--- src/rtl/shift_register_if.sv ---
// Bus bundle for shift_register: control, parallel data and complementary outputs.
// Clock and reset stay plain ports on the register itself.
interface shift_register_if #(
  parameter int unsigned WIDTH = 4
);
  logic             L;
  logic             RTL;
  logic [WIDTH-1:0] D;
  logic [WIDTH-1:0] Q;
  logic [WIDTH-1:0] nQ;

  modport master (
    output L,
    output RTL,
    output D,
    input  Q,
    input  nQ
  );

  modport slave (
    input  L,
    input  RTL,
    input  D,
    output Q,
    output nQ
  );
endinterface

--- src/rtl/shift_register.sv ---
// Bidirectional shift register with synchronous reset, parallel load and complementary outputs.
// The serial input bit is taken from the edge of D on the side data enters from.
module shift_register #(
  parameter int unsigned WIDTH = 4
) (
  input  logic            C,
  input  logic            R,
  shift_register_if.slave bus
);

  logic [WIDTH-1:0] q;

  // Priority is reset, then load, then shift; there is no hold mode.
  always_ff @(posedge C) begin
    if (R) begin
      q <= '0;
    end else if (bus.L) begin
      q <= bus.D;
    end else if (bus.RTL) begin
      q <= {q[WIDTH-2:0], bus.D[0]};
    end else begin
      q <= {bus.D[WIDTH-1], q[WIDTH-1:1]};
    end
  end

  assign bus.Q  = q;
  assign bus.nQ = ~q;

endmodule

--- src/flat_wrapper.sv ---
// flat-port wrapper written by rule: the top's interface ports become plain ports
module shift_register_flat 
#(
  parameter int unsigned WIDTH = 4
)
  (C, R, bus_L, bus_RTL, bus_D, bus_Q, bus_nQ);
  shift_register_if #(.WIDTH(WIDTH)) bus_i ();
  input  logic C;
  input  logic R;
  input wire logic [$bits(bus_i.L)-1:0] bus_L;
  input wire logic [$bits(bus_i.RTL)-1:0] bus_RTL;
  input wire logic [$bits(bus_i.D)-1:0] bus_D;
  output wire logic [$bits(bus_i.Q)-1:0] bus_Q;
  output wire logic [$bits(bus_i.nQ)-1:0] bus_nQ;
  assign bus_i.L = bus_L;
  assign bus_i.RTL = bus_RTL;
  assign bus_i.D = bus_D;
  assign bus_Q = bus_i.Q;
  assign bus_nQ = bus_i.nQ;
  shift_register #(.WIDTH(WIDTH)) u_core (.C(C), .R(R), .bus(bus_i));
endmodule
--- config.mk ---
export PLATFORM = sky130hd
export DESIGN_NAME = shift_register_flat
export DESIGN_NICKNAME = d
export VERILOG_FILES = /design/src/rtl/shift_register_if.sv /design/src/rtl/shift_register.sv /design/src/flat_wrapper.sv
export SDC_FILE = /design/constraint.sdc
export NUM_CORES = 1
export LEC_CHECK = 0
export BUFFER_PORTS_ARGS = -buffer_cell sky130_fd_sc_hd__buf_2
export CAP_MARGIN = 20
export CORE_AREA = 3 3 40 42
export DETAILED_ROUTE_END_ITERATION = 10
export DIE_AREA = 0 0 43 45
export PLACE_DENSITY = 0.34
export SETUP_SLACK_MARGIN = 0.4
export SLEW_MARGIN = 20
export SYNTH_ARGS = -nofsm -noshare
export SYNTH_HDL_FRONTEND = slang
export SYNTH_SLANG_ARGS = --single-unit
--- constraint.sdc ---
create_clock -name C -period 0.9 [get_ports C]
set_input_delay 0.045 -clock C [delete_from_list [all_inputs] [get_ports C]]
set_output_delay 0.045 -clock C [all_outputs]
set_load 0.005 [all_outputs]
# After elaboration in Yosys (flattened, before gate mapping)

Cells that the tools add are included.

Reduce and logical (&&, ||, !) cells: 0
Equal/unequal tests: 0
Order comparisons: 0
Divide/modulo/power cells: 0
Shift-type cells: 0
Add/sub/neg operators: 0
Bitwise operators: 1
$mul: 0
Mux-type cells: 2

Operators with widths:

| kind              | count |
|---|---|
| 4-bit two-way mux | 2 |
| 4-bit inverter    | 1 |

Memory bits (writable): 0
Output and inout port bits: 8
Latch bits: 0
Input port bits: 8
Logic and storage cells: 4
Register bits after elaboration: 4
Bits in read-only memories: 0
Memories kept: 0

# Depth between registers and ports, before layout

Depth after elaboration: 2
Mapped depth: 3
Gate-level depth less buffers: 3

# Least setup slack after synthesis

Ideal clock, no wire load.

Path kind: register to register
Start: reg u_core.q[1] (netlist: u_core.bus.Q[1])
End: reg u_core.q[0] (netlist: u_core.bus.Q[0])
Buffers on the path: 0
Cell stages (with the launch flop): 4
Arrival: 0.854 ns
Required time: 0.830 ns
Clock period less this slack: 0.924 ns
Slack: -0.024 ns
Library setup time: 0.070 ns
Cells stage by stage: dfxtp_1 inv_1 or3_1 a21oi_1

Word-level cells in the longest chain between the ends: 2

RTL lines:

| item                     | RTL line             | text |
|---|---|---|
| start: declaration       | shift_register.sv:11 | `logic [WIDTH-1:0] q;` |
| start signal: assignment | shift_register.sv:18 | `q <= bus.D;` |
| start signal: assignment | shift_register.sv:20 | `q <= {q[WIDTH-2:0], bus.D[0]};` |
| start signal: assignment | shift_register.sv:22 | `q <= {bus.D[WIDTH-1], q[WIDTH-1:1]};` |
| 4-bit two-way mux        | shift_register.sv:19 | `end else if (bus.RTL) begin` |
| 4-bit two-way mux        | shift_register.sv:17 | `end else if (bus.L) begin` |

Every way passes these cells.
A chain may end at the register's enable or synchronous reset.

# Final worst setup path

Start: reg u_core.q[3] (netlist: u_core.bus.Q[3])
End: reg u_core.q[2] (netlist: u_core.bus.Q[2])

The elaborated chain is that of the path after synthesis.

==> metrics.yaml <==
placed_design:
  postPlaceCellArea_um2: 290.3
  place_congestion: 0.6812
  placed_cells: 51
  io_buffers: 15
  dp_slack_ps: 37.12
pwr:
  leakage_uw: 0.0001728
  powerDensity_nw_per_um2: 1596
  finalPower_uw: 533.3
  peakVddDrop_uv: 335.9
detailed_routing:
  drt_first_pass_iters: 1
  wire_per_inst_um: 10.44
  routed_wl_um: 564
  drc: 0
  vias_per_cell: 3.741
  vias: 202
  antenna_left: 0
  drtIter0Drc: 0
clock_network:
  cts_made_buffers: 3
  cts-root-buf: "clkbuf_4"
  clock_sinks: 4
  clk_pin_slew_ps: 40
  clkLatencyLatePin_ps: 240
  tritoncts: "built"
  cts_max_level: 1
  cts_max_path_buffers: 2
setup_path:
  rr_startpoint: "u_core.bus.Q[3]$_SDFF_PP0_"
  r2r_slack_ps: 30
  critPathArrivalTime_ps: 990
  r2r_cells: 3
  worstPathRequired_ps: 1020
  worstSetupPathType: "reg -> reg"
  reg2reg_to: "u_core.bus.Q[2]$_SDFF_PP0_"
  cp-end-kind: "register"
  startpoint: "u_core.bus.Q[3]$_SDFF_PP0_"
  cp_max_fo: 3
  critPathLaunchType: "register"
  crit_end: "u_core.bus.Q[2]$_SDFF_PP0_"
synth:
  yosysWarnings: 0
  ys_ff_latch: 4
  synthFlopType: "dfxtp_1"
  synth_edf_count: 0
  synthesis.area_um2: 181.4
  synth_top_area_cell: "dfxtp_1"
  synth_cell_type_count: 10
  syn_nets: 28
  postSynthCellCount: 20
  avgSynthCellArea_um2: 9.071
  yosysTopAreaCellShare_pct: 44.14
  async_reset_ff_share_pct: 0
  netlist_top_cells_count: "dfxtp_1 (4), inv_1 (4), mux2i_1 (3), nor2_1 (3)"
  yosysSeqAreaShare_pct: 44.14
  ys_top_cells_by_area: "dfxtp_1 (44%), mux2i_1 (17%), inv_1 (8.3%), mux2_1 (6.2%), mux2_2 (6.2%)"
layout:
  finish.utilization_pct: 26.00
  fillCellCount: 147
  n_antenna_cell: 0
  fin_cells: 54
  register_area_um2: 85.08
  nets: 49
  multiInputGateArea_um2: 93.84
  fin_area_um2: 334.1
  syn2layout_area_growth_pct: 84.14
  drive_gt1_share_pct: 71.79
  largest_reg_flops: 4
timing:
  fin_crit_sh_pct: 96.74
  fmax_ghz: 1.149
  hold_viol_final: 0
  slew_violations: 0
  finalSetupViolCount: 0
  period_needed_ps: 870.6
  rsz0062_at_grt: "true"
  finalClockSkew_ps: 4.556
  fin_ws_ps: 29.38
  worst_slew_pin_slew_ps: 124.8
  relSlewSlack_pct: 91.44
global_route:
  grt_pass1_wl_um: 910
  grt_max_degree: 6
  antenna_found_initial: 0
  overflow: 0
  grt.total_usage_pct: 6.983
  grt_pass1_vias: 201
floorplan:
  start_util_pct: 14.12
  die_height_um: 45
  core_area_um2: 1285
  die_area_um2: 1935
  die_x_um: 43
  rows: 13
  ioPinCount: 16
min_path:
  hold_start: "R"
  hp-class: "in -> reg"
flow_run:
  maxCapViolations: 0
outcome:
  outcome: "finished, final reports clean"
repair_timing:
| action | 4_1_cts | 5_1_grt |
|---|---|---|
| pin swaps | 2 | 0 |
| buffers inserted | 0 | 0 |
| resized for setup | 5 | 2 |
| endpoints found under the hold margin | 1 | 1 |
| endpoints found under the setup margin | 12 | 12 |
report_power, final:
group          total [uW]  internal, uW  leakage [uW]  switching [uW]
logic                97.0          59.7      0.000125            37.3
registers             202           192     0.0000344            9.52
clock network         235           150     0.0000138            84.8
cell usage in the layout (no fill, tap or decap), drive strengths merged:
cell type / instances
a21oi: 1
buf: 16
clkbuf: 3
dfxtp: 4
inv: 4
mux2: 2
mux2i: 3
nand2b: 1
nor2: 3
o21ai: 1
or3: 1
layout make-up:
cell class / count / share of cell area, %
Clock buffer: 3 / 6.742
Timing Repair Buffer: 16 / 29.59
Sequential cell: 4 / 25.47
Inverter: 4 / 4.494
Tap cell: 15 / 5.618
Multi-Input combinational cell: 12 / 28.09
per-stage QoR:
stage / hold WS, ps / setup TNS [ps]
after global placement: 252.0 / 0
after detailed placement: 252.4 / 0
after global routing: -3.221 / -69.50
final: 6.123 / 0
after floorplan: 104.3 / 0
after CTS: -0.4140 / 0
routing by layer:
metal	global-route usage, %	up-vias	part of all wire, %
met4	9.036	0	0
met3	3.984	0	12
li1	-	103	-
met5	0	-	0
met1	6.235	91	37
met2	9.880	8	51
worst min path at each step:
| stage | to | slack [ps] | depth (start not counted) |
|---|---|---|---|
| 3_5_place_dp | u_core.bus.Q[1]$_SDFF_PP0_ | 250 | 2 |
| 2_1_floorplan | u_core.bus.Q[1]$_SDFF_PP0_ | 100 | 1 |
| 4_1_cts | u_core.bus.Q[0]$_SDFF_PP0_ | -0.4 | 2 |
| 3_3_place_gp | u_core.bus.Q[1]$_SDFF_PP0_ | 250 | 2 |
| 5_1_grt | u_core.bus.Q[1]$_SDFF_PP0_ | -3 | 2 |
| 6_report | u_core.bus.Q[1]$_SDFF_PP0_ | 6 | 2 |
critical path: stages, from the launching register on:
cell and delay (ps):
dfxtp_2 320, mux2_4 260, mux2i_1 120, nor2_1 50
kinds of logic after synthesis:
kind of cell | Yosys count | synth area share [%]
flip-flops | 4 | 44.14
AND/OR/NAND/NOR | 5 | 13.11
buffers and inverters | 4 | 8.273
multiplexers | 5 | 28.97
AO/OA/AOI/OAI | 2 | 5.512
Note: power is estimated with default switching activity, not from simulation.
